<file path="src/rtl/cpu_test_monitor.sv">
// cpu_test_monitor: snoops the cpu retire stream and the dmem write port,
// latches the program outcome (PASS/FAIL/TIMEOUT) and counts cycles,
// retired instructions and (optionally) misaligned stores.
// Optional feature macro: CPU_TEST_MONITOR_MISALIGN_EN
//   defined   -> RUN-state stores with dmem_addr[1:0] != 0 set misalign_err
//   undefined -> misalign logic removed, misalign_err tied to 0
module cpu_test_monitor #(
    parameter logic [31:0] STATUS_ADDR  = 32'h0000_0000,
    parameter logic [31:0] STATUS_PASS  = 32'hC0DE_CAFE,
    parameter logic [31:0] END_SENTINEL = 32'h0000_006F,
    parameter int          MAX_CYCLES   = 20,
    parameter int          CNT_WIDTH    = 32
) (
    input  logic                 clk,
    input  logic                 reset,
    input  logic                 instr_valid,
    input  logic [31:0]          instr,
    input  logic [31:0]          pc,
    input  logic                 mem_write,
    input  logic [31:0]          dmem_addr,
    input  logic [31:0]          dmem_wdata,
    output logic [1:0]           state,
    output logic                 pass,
    output logic                 fail,
    output logic [31:0]          halt_pc,
    output logic [CNT_WIDTH-1:0] cycle_count,
    output logic [CNT_WIDTH-1:0] instr_count,
    output logic                 misalign_err
);

    localparam logic [1:0] ST_RUN     = 2'b00;
    localparam logic [1:0] ST_DONE    = 2'b01;
    localparam logic [1:0] ST_TIMEOUT = 2'b10;

    localparam logic [CNT_WIDTH-1:0] CNT_MAX   = '1;
    localparam logic [CNT_WIDTH-1:0] WDOG_LAST = CNT_WIDTH'(MAX_CYCLES - 1);

    logic [1:0]           state_q, state_d;
    logic                 pass_q, pass_d;
    logic                 fail_q, fail_d;
    logic [31:0]          halt_pc_q, halt_pc_d;
    logic [CNT_WIDTH-1:0] cycle_count_q, cycle_count_d;
    logic [CNT_WIDTH-1:0] instr_count_q, instr_count_d;

    logic in_run;
    logic status_store;
    logic sentinel;

    assign in_run       = (state_q == ST_RUN);
    assign status_store = mem_write && (dmem_addr == STATUS_ADDR);
    assign sentinel     = instr_valid && (instr == END_SENTINEL);

    // Next-state: counters, outcome flags and RUN -> DONE/TIMEOUT transitions.
    always_comb begin
        // NOTE: every *_d defaults to its *_q first so no path leaves a
        // variable unassigned, which would otherwise infer a latch.
        state_d       = state_q;
        pass_d        = pass_q;
        fail_d        = fail_q;
        halt_pc_d     = halt_pc_q;
        cycle_count_d = cycle_count_q;
        instr_count_d = instr_count_q;

        if (in_run) begin
            if (cycle_count_q != CNT_MAX) begin
                cycle_count_d = cycle_count_q + 1'b1;
            end
            if (instr_valid && (instr_count_q != CNT_MAX)) begin
                instr_count_d = instr_count_q + 1'b1;
            end

            // Flags are sticky; a later PASS after a FAIL leaves both set.
            if (status_store) begin
                if (dmem_wdata == STATUS_PASS) begin
                    pass_d = 1'b1;
                end else begin
                    fail_d = 1'b1;
                end
            end

            // Sentinel wins over the watchdog on its final cycle.
            if (sentinel) begin
                state_d   = ST_DONE;
                halt_pc_d = pc;
            end else if (cycle_count_q == WDOG_LAST) begin
                state_d = ST_TIMEOUT;
            end
        end
    end

    // State register with synchronous active-low reset.
    always_ff @(posedge clk) begin
        // NOTE: sequential state uses non-blocking assignments so every flop
        // samples the pre-edge value regardless of statement order.
        if (!reset) begin
            state_q       <= ST_RUN;
            pass_q        <= 1'b0;
            fail_q        <= 1'b0;
            halt_pc_q     <= 32'h0;
            cycle_count_q <= '0;
            instr_count_q <= '0;
        end else begin
            state_q       <= state_d;
            pass_q        <= pass_d;
            fail_q        <= fail_d;
            halt_pc_q     <= halt_pc_d;
            cycle_count_q <= cycle_count_d;
            instr_count_q <= instr_count_d;
        end
    end

`ifdef CPU_TEST_MONITOR_MISALIGN_EN
    logic misalign_q, misalign_d;

    // Sticky misaligned-store detector, active only in RUN.
    always_comb begin
        misalign_d = misalign_q;
        if (in_run && mem_write && (dmem_addr[1:0] != 2'b00)) begin
            misalign_d = 1'b1;
        end
    end

    // Misalign flag register, cleared by reset.
    always_ff @(posedge clk) begin
        if (!reset) begin
            misalign_q <= 1'b0;
        end else begin
            misalign_q <= misalign_d;
        end
    end

    assign misalign_err = misalign_q;
`else
    assign misalign_err = 1'b0;
`endif

    assign state       = state_q;
    assign pass        = pass_q;
    assign fail        = fail_q;
    assign halt_pc     = halt_pc_q;
    assign cycle_count = cycle_count_q;
    assign instr_count = instr_count_q;

endmodule

</file>
<file path="config.mk">
export PLATFORM = sky130hd
export DESIGN_NAME = cpu_test_monitor
export DESIGN_NICKNAME = d
export VERILOG_FILES = /design/src/rtl/cpu_test_monitor.sv
export SDC_FILE = /design/constraint.sdc
export NUM_CORES = 1
export LEC_CHECK = 0
export ABC_AREA = 1
export CORE_MARGIN = 10
export CORE_UTILIZATION = 35
export DETAILED_ROUTE_END_ITERATION = 10
export SLEW_MARGIN = 20
export SYNTH_ARGS = -nofsm -noshare
export SYNTH_HDL_FRONTEND = slang
export SYNTH_SLANG_ARGS = --single-unit
</file>
<file path="constraint.sdc">
create_clock -name clk -period 4.9 [get_ports clk]
set_input_delay 0.49 -clock clk [delete_from_list [all_inputs] [get_ports clk]]
set_output_delay 0.49 -clock clk [all_outputs]
set_load 0.02 [all_outputs]
</file>
**Yosys cells after proc, flatten, opt, wreduce, memory -nomap -nowiden**

Cells that the tools add are included.

- Output and inout port bits: 101
- Word-level logic and storage cells: 28
- Bits of input ports: 132
- Bits in registers: 100

- Mux-type cells: 2
- Reduce and logical (&&, ||, !) cells: 12
- Add/subtract/negate cells: 2
- Equality and inequality tests: 5
- Bitwise operators: 1

Operators by type and width:

| kind | count |
|---|---|
| 32-bit by 1-bit adder with 32-bit output (second input constant) | 2 |
| 32-bit != test (second input constant) | 2 |
| 32-bit equality test (second input constant) | 1 |
| 32-bit by 5-bit equality test with 1-bit output (second input constant) | 1 |
| 32-bit by 7-bit equality test with 1-bit output (second input constant) | 1 |
| 32-bit zero test | 1 |
| 2-bit AND reduction | 4 |
| 3-bit AND reduction | 2 |
| 2-bit two-way mux | 2 |
| 1-bit logical AND | 3 |
| 2-bit zero test | 1 |
| 2-bit nonzero test | 1 |
| 1-bit NOT | 1 |

**Logic depth before layout (Yosys ltp)**

Gate-level depths: netlist of run 1.

- Word-level depth: 4
- Depth in mapped cells: 11
- Mapped depth without buffers: 11

**Worst setup path before layout of run 1**

No wires, ideal clock.

- Path type: reg-to-reg
- Start: register instr_count_q[0], in the netlist instr_count[0]
- End: register instr_count_q[0], in the netlist instr_count[0]
- Library setup time: 0.135 ns
- Data required time: 4.765 ns
- Path buffers: 1
- Cell stages (with the launch flop): 12
- Period minus slack after synthesis: 1.860 ns
- Slack: 3.040 ns
- Arrival time: 1.726 ns
- Cells stage by stage: dfxtp_1 ha_1 nand2_2 nor2_4 nand2_4 nor2_8 nand2_2 nand2_4 nor2_1 buf_2 nand2_1 a21oi_1

- Word-level cells in the longest chain between the ends: 3
- Elaborated cells on any way between the ends: 4
- Those cells by class: add/sub: 1; eq/ne: 1; reduce/logical: 2

Ends and longest elaborated chain:

| item | line | source |
|---|---|---|
| from (decl) | 43 | `logic [CNT_WIDTH-1:0] instr_count_q, instr_count_d;` |
| from (signal assigned) | 108 | `instr_count_q <= instr_count_d;` |
| parallel branches: the longest is 3 deep, another holds 32-bit by 1-bit adder with 32-bit output | - |  |

Parallel ways; which one is timed is not known.
A chain may end at the register's enable or synchronous reset.

**Worst setup path in the final report of run 1**

- Start: input port instr_valid
- End: register halt_pc_q[29], in the netlist halt_pc[29]

- Word-level cells in the longest chain between the ends: 2

Ends and longest elaborated chain:

| item | line | source |
|---|---|---|
| from (decl) | 16 | `input logic instr_valid,` |
| 1-bit logical AND | 51 | `assign sentinel = instr_valid && (instr == END_SENTINEL);` |
| 2-bit AND reduction (no line) | - |  |
| to (signal assigned) | 106 | `halt_pc_q <= halt_pc_d;` |
| to (decl) | 41 | `logic [31:0] halt_pc_q, halt_pc_d;` |

No other way between the ends.

==> reports/qor.yml, run 1 <==
synth.area.top_cells: "dfxtp_1 (31%), nand2_1 (20%), nor2_1 (13%)"
clk_path_buf_depth: 2
io-pin-count: 233
grtUsageTotal: 0.1834
synth_area_leader_cell: "dfxtp_1"
avgViaCountPerCell: 4.672
dieHeight_um: 156.6
initial_utilization: 0.3598
netlist_instances: 1101
dp_hpwl_um: 17720
slew_violations: 0
critPathKind: "in2reg"
critPathMaxFanout: 33
syn_nets: 1235
min_period_over_period: 0.5452
syn_avg_cell_area_um2: 5.930
dieArea_um2: 24520
drive_above_1_share: 0.06596
worst_r2r_endpoint: "halt_pc[29]$_SDFFE_PN0P_"
clock_skew_ps: 11.47
antenna_cells: 0
rsz0062_at_grt: "no"
drc: 0
cts_hold_buf: 0
num-nets-final: 1448
hold_viol: 0
post-route-min-period_ps: 2672
reg2reg_from: "state[0]$_SDFFE_PN0P_"
layout_common_cells: "nand2_1 (353), clkdlybuf4s50_1 (230), nor2_1 (229)"
vias: 7233
routed_wl_um: 22800
cts_tree: "built"
clk_latency_ps: 360
grt-ovfl-total: 0
crit_start: "instr_valid"
fin_ws_ps: 2229
fillCellCount: 1914
critPathArrivalTime_ps: 2960
cts_setup_buffers: 0
cp-endpoint: "halt_pc[29]$_SDFFE_PN0P_"
core.rowCount: 49
fin_hold_ws_ps: 452.1
detail-route-antenna-nets: 0
finalSetupViolCount: 0
cts.reportedPaths.clkPinSlew_ps: 70
max-cap-violations: 0
max_freq_mhz: 374.3
final_common_cell: "nand2_1"
fin_setup_tns_ps: 0
dr.pass1.iters: 5
required_ps: 5190
design.core.area_um2: 18150
synth.cell_area_um2: 6529
htreeDepth: 3
antenna_found_initial: 0
ff2ff_setup_slack_ps: 2260
relSlewSlack: 0.3404
wl_per_cell_um: 14.73
drtIter0Drc: 365
place_congestion: 0.8739
yosysSeqAreaShare: 0.3066
synth_top_area_share: 0.3066
pre_cts_ws_ps: 1809
yosysWarnings: 0
start_kind: "primary input"
synth.distinct_cells: 33
ff2ff_path_depth: 7
ys_seq_elements: 100
die_w_um: 156.6
port_buffers: 231
hold_path_class: "reg2reg"
cts_made_buffers: 9
worst_setup_path_end_kind: "register"
cts-root-buf: "clkbuf_16"
tightest_slew_ps: 988.3
power_density_nw_per_um2: 190.8
grt_pass1_vias: 6944
p_leak_nw: 3.564
syn2layout_area_growth_pct: 41.59
cts.sinks: 100
cts_resized: 0
grt_start_max_net_pins: 54
vdd_ir_drop_max_mv: 0.1699
grt_pass1_wl_um: 36560
status: "finished, final reports clean"
## where the power goes
group          switching (W)  total [W]  internal, W
Sequential        0.00000665   0.000822     0.000816
Combinational      0.0000741   0.000190     0.000116
Clock               0.000350   0.000752     0.000402
## registers in the layout, summed over array words and instances, names as in the netlist
name / count
cycle_count: 32
fail: 1
halt_pc: 32
instr_count: 32
pass: 1
state: 2
## critical path: stages
cell and delay [ps]:
clkdlybuf4s50_1 590, nand2_1 80, nor2_1 170, nand3_1 160
nor2_2 110, buf_4 320, nand3_2 640, nand2_1 230
inv_1 60, nor2_1 110
## worst min-delay path by stage
stage                 startpoint                end  slack [ps]  depth (start not counted)
6_report       pass$_SDFFE_PN0P_  pass$_SDFFE_PN0P_         450                          2
5_1_grt        fail$_SDFFE_PN0P_  fail$_SDFFE_PN0P_         470                          2
4_1_cts        pass$_SDFFE_PN0P_  pass$_SDFFE_PN0P_         460                          2
3_5_place_dp   pass$_SDFFE_PN0P_  pass$_SDFFE_PN0P_         450                          2
3_3_place_gp   pass$_SDFFE_PN0P_  pass$_SDFFE_PN0P_         440                          2
2_1_floorplan  fail$_SDFFE_PN0P_  fail$_SDFFE_PN0P_         530                          2
## per-stage QoR
step                std cells    util  power [W]  area (um2)
floorplan                1101       -  0.0009016        6529
finish                   1548  0.5094   0.001764        9244
CTS                      1548  0.5094   0.001786        9244
global placement         1532  0.4930   0.001032        8946
detailed placement       1532  0.4930   0.001032        8946
global route             1548  0.5094   0.001838        9244
## routing by layer
metal | up-vias | track usage | routed length [um]
met5 | - | 0 | 0
met4 | 0 | 0.04584 | 226
met3 | 15 | 0.07100 | 2456
met2 | 249 | 0.2879 | 9739
met1 | 3186 | 0.2310 | 10370
li1 | 3783 | - | -
## cell families after synthesis
kind of cell / Yosys count / share of synthesized area
fa+ha+maj: 2 / 0.003832
flops: 100 / 0.3066
simple gates: 721 / 0.4728
other cells: 1 / 0.0005744
xor+xnor: 22 / 0.02951
buf+inv: 192 / 0.1248
compound gates: 63 / 0.06190
## cell usage after synthesis
| cell type | count |
|---|---|
| nor4_1 | 1 |
| nor2_1 | 231 |
| buf_4 | 1 |
| nand3_2 | 2 |
| nor2_4 | 4 |
| a21oi_1 | 29 |
| nand2_8 | 1 |
| nand4_1 | 47 |
| xnor2_1 | 4 |
| inv_1 | 157 |
| buf_8 | 1 |
| o21ai_1 | 3 |
| buf_12 | 2 |
| dfxtp_1 | 100 |
| nand2_2 | 26 |
| nand2_4 | 2 |
| nand2_1 | 353 |
| buf_1 | 6 |
| nor3_1 | 6 |
| nand3_1 | 30 |
| buf_2 | 11 |
| ha_1 | 2 |
| a21oi_2 | 23 |
| nand3b_1 | 14 |
| inv_4 | 1 |
| clkbuf_1 | 9 |
| xor2_1 | 18 |
| nor2_2 | 3 |
| o21ai_0 | 7 |
| o21bai_1 | 1 |
| buf_6 | 4 |
| conb_1 | 1 |
| nor2_8 | 1 |
## area by class of cell
type	instances	area [um2]	area share
tap	229	286.5	0.03100
multi-input combinational	809	3717	0.4021
sequential	100	2002	0.2166
inverter	158	595.6	0.06443
timing repair buffer	236	2345	0.2537
clock buffer	10	229.0	0.02477
clock inverter	6	68.82	0.007445
No activity file was read; power rests on OpenSTA's default activity.
==> run 2: changes to the inputs <==
- clock period: 4.9 -> 2.6 ns (I/O delays scaled with it)
==> run 2 against run 1 <==
Power grew 82%. Final cell count increased by 0.58%. Global-route usage is essentially flat. Register-to-register slack got worse by 1800 ps. Critical endpoint is now cycle_count[21]$_SDFFE_PN0P_. Setup slack got worse by 1800 ps. Combinational power up 89%. Flip-flop and latch count stayed put. Clock skew up 3.2 ps. Sequential power grew 89%. Count of clock-buffer cells in the layout down 1. Highest routed layer is now met5. Cell area grew 0.49%.
==> reports/qor.yml, run 2 (same netlist as run 1, synthesis figures left out) <==
dp_hpwl_um: 18090  # was 17,720 um
clock_skew_ps: 14.67  # was 11.47 ps
initial_utilization: 0.3598  # unchanged
antenna_cells: 0  # unchanged
max-cap-violations: 0  # unchanged
fin_setup_tns_ps: 0  # unchanged
grt_start_max_net_pins: 34  # was 54
cts_hold_buf: 0  # unchanged
avgViaCountPerCell: 4.630  # was 4.672
ff2ff_path_depth: 10  # was 7
clk_latency_ps: 350  # was 360 ps
pwr-share-seq: 0.483  # was 0.466
grt-ovfl-total: 0  # unchanged
critPathArrivalTime_ps: 2420  # was 2960 ps
start_kind: "register"  # was primary input
num-nets-final: 1457  # was 1,448
cts_made_buffers: 9  # unchanged
reg2reg_from: "cycle_count[1]$_SDFFE_PN0P_"  # was state[0]$_SDFFE_PN0P_
stdcell_area_um2: 9289  # was 9244 um2
grt_pass1_wl_um: 36250  # was 36,560 um
drive_above_1_share: 0.07229  # was 0.06596
p_sw_frac: 0.2467  # was 0.2439
htreeDepth: 3  # unchanged
dieHeight_um: 156.6  # unchanged
tightest_slew_ps: 521.9  # was 988.3 ps
wl_per_cell_um: 14.83  # was 14.73 um
cts.sinks: 100  # unchanged
p_comb_frac: 0.112  # was 0.108
finalSetupViolCount: 0  # unchanged
antenna_found_initial: 1  # was 0
fin_ws_ps: 430.8  # was 2229 ps
post-route-min-period_ps: 2169
cpPeakStageDelay_ps: 400  # was 640 ps
p_int_w: 0.002414  # was 0.001334 W
cp.depth: 10  # unchanged
vias: 7209  # was 7,233
slowest_stage: "dfxtp_1"  # was nand3_2
utilization: 0.5119  # was 0.5094
drc: 0  # unchanged
power_frac_clock: 0.404  # was 0.426
port_buffers: 231  # unchanged
critical_path.top_delay_family: "simple AND/OR/NAND/NOR gates"  # unchanged
design.core.area_um2: 18150  # unchanged
min_period_over_period: 0.8343
ff2ff_setup_slack_ps: 430  # was 2260 ps
pre_cts_ws_ps: 426.1  # was 1809 ps
slew_violations: 0  # unchanged
fin_hold_ws_ps: 358.4  # was 452.1 ps
required_ps: 2850  # was 5190 ps
cp-endpoint: "cycle_count[21]$_SDFFE_PN0P_"  # was halt_pc[29]$_SDFFE_PN0P_
placed_area_um2: 9011  # was 8946 um2
clk_path_buf_depth: 2  # unchanged
cp_num_buf_inv: 2  # was 3
routed_wl_um: 23090  # was 22,800 um
crit_path_cell_trace: "ha_1 > inv_1 > nor2_4 > nand2_2 > nor2_4 > nand2_2 > nand2_8 > inv_4 > a21oi_1 > nor2_1"  # was clkdlybuf4s50_1 > nand2_1 > nor2_1 > nand3_1 > nor2_2 > buf_4 > nand3_2 > nand2_1 > inv_1 > nor2_1
worst_setup_path_end_kind: "register"  # unchanged
syn2layout_area_growth_pct: 42.28  # was 41.59%
layout_common_cells: "nand2_1 (353), nor2_1 (230), clkdlybuf4s50_1 (230)"  # was nand2_1 (353), clkdlybuf4s50_1 (230), nor2_1 (229)
io-pin-count: 233  # unchanged
dieArea_um2: 24520  # unchanged
final_common_cell: "nand2_1"  # unchanged
crit_start: "cycle_count[1]$_SDFFE_PN0P_"  # was instr_valid
cts.reportedPaths.clkPinSlew_ps: 80  # was 70 ps
rsz0062_at_grt: "no"  # unchanged
max_freq_mhz: 461.0
power_switching_w: 0.0007906  # was 0.0004303 W
cts_resized: 0  # unchanged
cts-root-buf: "clkbuf_16"  # unchanged
status: "finished, final reports clean"  # unchanged
drtIter0Drc: 322  # was 365
grtUsageTotal: 0.1837  # was 0.1834
power_density_nw_per_um2: 345.0  # was 190.8 nW/um2
cts_tree: "built"  # unchanged
die_w_um: 156.6  # unchanged
p_leak_nw: 3.600  # was 3.564 nW
grt_pass1_vias: 6852  # was 6,944
hold_path_class: "in2reg"  # was reg2reg
dr.pass1.iters: 5  # unchanged
detail-route-antenna-nets: 0  # unchanged
hold_viol: 0  # unchanged
cts_setup_buffers: 0  # unchanged
critPathMaxFanout: 33  # unchanged
worst_r2r_endpoint: "cycle_count[21]$_SDFFE_PN0P_"  # was halt_pc[29]$_SDFFE_PN0P_
worstHoldStart: "reset"  # was pass$_SDFFE_PN0P_
vdd_ir_drop_max_mv: 0.3400  # was 0.1699 mV
core.rowCount: 49  # unchanged
relSlewSlack: 0.6516  # was 0.3404
place_congestion: 0.8908  # was 0.8739
critPathKind: "reg2reg"  # was in2reg
==> run 2: worst reg2reg max path: cells and delay by family (launching register included) <==
family	cells	cell delay, ps
adder cells (fa/ha/maj)	1	240
buffers and inverters	2	330
flip-flops	1	400
AND/OR/NAND/NOR	6	900
AO/OA/AOI/OAI	1	220
==> run 2: metal layers <==
layer,vias up,track usage,share of wire
met4,2,0.04494,0.010
li1,3796,-,-
met5,-,0,0.00056
met2,236,0.2946,0.44
met1,3155,0.2295,0.45
met3,20,0.06634,0.10
==> run 2: stage by stage <==
| step | std cells | power (W) |
|---|---|---|
| final | 1557 | 0.003205 |
| after global routing | 1557 | 0.003358 |
| after detailed placement | 1541 | 0.001948 |
| after CTS | 1557 | 0.003259 |
| after global placement | 1541 | 0.001948 |
| after floorplan | 1101 | 0.001699 |
==> run 2: cell type report <==
| cell class | count | area [um2] |
|---|---|---|
| Clock buffer | 9 | 225.2 |
| Multi-Input combinational cell | 809 | 3715 |
| Inverter | 158 | 595.6 |
| Fill cell | 1932 | 8859 |
| Tap cell | 229 | 286.5 |
| Clock inverter | 7 | 52.55 |
| Sequential cell | 100 | 2002 |
| Timing Repair Buffer | 245 | 2412 |
==> run 2: power by group through the flow <==
| stage | Sequential, W | Clock (W) | Combinational, W |
|---|---|---|---|
| after floorplan | 0.00159 | 0 | 0.000108 |
| after global placement | 0.00158 | 0 | 0.000363 |
| after detailed placement | 0.00158 | 0 | 0.000363 |
| after CTS | 0.00155 | 0.00135 | 0.000365 |
| after global routing | 0.00155 | 0.00141 | 0.000394 |
| final | 0.00155 | 0.00129 | 0.000360 |
==> run 2: worst min-delay path by stage <==
stage / slack, ps / cells past startpoint / end
floorplan: 480 / 4 / halt_pc[0]$_SDFFE_PN0P_
global placement: 440 / 2 / fail$_SDFFE_PN0P_
detailed placement: 440 / 2 / pass$_SDFFE_PN0P_
CTS: 360 / 3 / cycle_count[24]$_SDFFE_PN0P_
global route: 400 / 3 / instr_count[31]$_SDFFE_PN0P_
finish: 360 / 3 / cycle_count[24]$_SDFFE_PN0P_
==> run 3: changes to the inputs <==
- clock period: 2.6 -> 2.1 ns (I/O delays scaled with it)
==> run 3 against run 2 <==
Combinational power rose by 28%. Final cell count rose by 2.4%. Die area did not move. Critical endpoint is now instr_count[1]$_SDFFE_PN0P_.
==> reports/qor.yml, run 3 (same netlist as run 1, synthesis figures left out) <==
grtUsageTotal: 0.1889  # was 0.1837
hold_viol: 0  # unchanged
dr.pass1.iters: 5  # unchanged
cts_hold_buf: 0  # unchanged
cts-root-buf: "clkbuf_16"  # unchanged
ff2ff_setup_slack_ps: 180  # was 430 ps
drc: 0  # unchanged
cts_made_buffers: 9  # unchanged
max_freq_mhz: 521.9  # was 461.0 MHz
required_ps: 2380  # was 2850 ps
rsz0062_at_grt: "no"  # unchanged
critPathArrivalTime_ps: 2190  # was 2420 ps
use_met2: 0.3080  # was 0.2946
min_period_over_period: 0.9125  # was 0.8343
grt_busiest_layer: "met2"  # unchanged
use_met1: 0.2363  # was 0.2295
syn2layout_area_growth_pct: 47.85  # was 42.28%
post-route-min-period_ps: 1916  # was 2169 ps
antenna_found_initial: 0  # was 1
clk_path_buf_depth: 2  # unchanged
vdd_ir_drop_max_mv: 0.3649  # was 0.3400 mV
io-pin-count: 233  # unchanged
port_buffers: 231  # unchanged
dieHeight_um: 156.6  # unchanged
cts.sinks: 100  # unchanged
finalSetupViolCount: 0  # unchanged
ff2ff_path_depth: 11  # was 10
worst_setup_path_end_kind: "register"  # unchanged
layout_common_cells: "nand2_1 (353), nor2_1 (230), clkdlybuf4s50_1 (230)"  # unchanged
drive_above_1_share: 0.09744  # was 0.07229
cts.reportedPaths.clkPinSlew_ps: 70  # was 80 ps
antenna_cells: 0  # unchanged
placed_area_um2: 9364  # was 9011 um2
avgViaCountPerCell: 4.652  # was 4.630
num-nets-final: 1494  # was 1,457
start_kind: "register"  # unchanged
place_congestion: 0.9044  # was 0.8908
max-cap-violations: 0  # unchanged
reg2reg_from: "instr_count[0]$_SDFFE_PN0P_"  # was cycle_count[1]$_SDFFE_PN0P_
core.rowCount: 49  # unchanged
routed_wl_um: 23560  # was 23,090 um
clk_latency_ps: 350  # about the same
grt-ovfl-total: 0  # unchanged
relSlewSlack: 0.5862  # was 0.6516
hold_path_class: "in2reg"  # unchanged
fin_hold_ws_ps: 309.0  # was 358.4 ps
tightest_slew_ps: 618.5  # was 521.9 ps
cts_setup_buffers: 0  # unchanged
p_leak_nw: 3.821  # was 3.600 nW
cts_tree: "built"  # unchanged
wl_per_cell_um: 14.78  # was 14.83 um
clock_skew_ps: 8.269  # was 14.67 ps
vias: 7416  # was 7,209
critPathKind: "reg2reg"  # unchanged
hold_end: "state[0]$_SDFFE_PN0P_"  # was cycle_count[24]$_SDFFE_PN0P_
drtIter0Drc: 378  # was 322
grt_use_met3: 0.06113  # was 0.06634
dp_hpwl_um: 18720  # was 18,090 um
grt_pass1_vias: 7105  # was 6,852
worstHoldStart: "reset"  # unchanged
critPathMaxFanout: 13  # was 33
die_w_um: 156.6  # unchanged
cts_resized: 0  # unchanged
worst_r2r_endpoint: "instr_count[1]$_SDFFE_PN0P_"  # was cycle_count[21]$_SDFFE_PN0P_
htreeDepth: 3  # unchanged
worstHoldPathCells: 3  # unchanged
fin_setup_tns_ps: 0  # unchanged
stdcell_area_um2: 9653  # was 9289 um2
design.core.area_um2: 18150  # unchanged
status: "finished, final reports clean"  # unchanged
power_density_nw_per_um2: 416.1  # was 345.0 nW/um2
slew_violations: 0  # unchanged
detail-route-antenna-nets: 0  # unchanged
grt_pass1_wl_um: 37600  # was 36,250 um
final_common_cell: "nand2_1"  # unchanged
initial_utilization: 0.3598  # unchanged
dieArea_um2: 24520  # unchanged
grt_start_max_net_pins: 53  # was 34
==> run 3: cell types whose count changed in the layout (fill, tap and decap cells not counted) <==
| cell | delta |
|---|---|
| buf_4 | +31 |
| buf_12 | +6 |
| clkbuf_8 | +2 |
| clkinv_4 | -2 |
| clkinvlp_4 | +2 |
| clkinv_2 | -1 |
| inv_6 | -1 |
==> run 3: worst max-delay path, stage by stage, from the launching register on <==
cell	delay (ps)
dfxtp_1	320
ha_1	230
nand2_2	100
nor2_4	40
nand2_4	90
nor2_8	40
nand2_2	90
nand2_4	50
nor2_1	480
buf_12	220
nand2_1	50
a21oi_1	120
==> run 3: worst max path at each step <==
| stage | from | to | cells after the start |
|---|---|---|---|
| floorplan | instr_count[0]$_SDFFE_PN0P_ | instr_count[0]$_SDFFE_PN0P_ | 11 |
| global placement | instr[5] | halt_pc[31]$_SDFFE_PN0P_ | 9 |
| detailed placement | instr[5] | halt_pc[31]$_SDFFE_PN0P_ | 9 |
| CTS | cycle_count[0]$_SDFFE_PN0P_ | cycle_count[3]$_SDFFE_PN0P_ | 11 |
| global route | instr_count[21]$_SDFFE_PN0P_ | instr_count[23]$_SDFFE_PN0P_ | 8 |
| finish | instr_count[0]$_SDFFE_PN0P_ | instr_count[1]$_SDFFE_PN0P_ | 11 |
==> run 3: layout make-up <==
type	instances	area (um2)
Inverter	158	595.6
Clock inverter	5	36.28
Fill cell	1887	8494
Sequential cell	100	2002
Tap cell	229	286.5
Multi-Input combinational cell	809	3715
Timing Repair Buffer	282	2765
Clock buffer	11	252.7
==> run 3: report_power, final <==
part	total [W]	switching [W]	internal [W]
Sequential	0.00191	0.0000106	0.00190
Clock	0.00164	0.000771	0.000870
Combinational	0.000462	0.000178	0.000284
Total	0.00402	0.000959	0.00306
==> run 3: metal layers <==
metal	share of wire	up-vias	wire, um
met5	0	-	0
met4	0.011	0	248
met3	0.097	18	2276
met2	0.44	276	10340
met1	0.45	3255	10690
li1	-	3867	-
==> run 3: through the flow <==
stage / total power [W] / std cells / utilization / setup slack (ps)
2_1_floorplan: 0.002104 / 1101 / - / 239.5
3_3_place_gp: 0.002424 / 1578 / 0.5160 / 108.7
3_5_place_dp: 0.002424 / 1578 / 0.5160 / 122.4
4_1_cts: 0.004070 / 1594 / 0.5319 / 177.7
5_1_grt: 0.004180 / 1594 / 0.5319 / 11.20
6_report: 0.004017 / 1594 / 0.5319 / 183.8
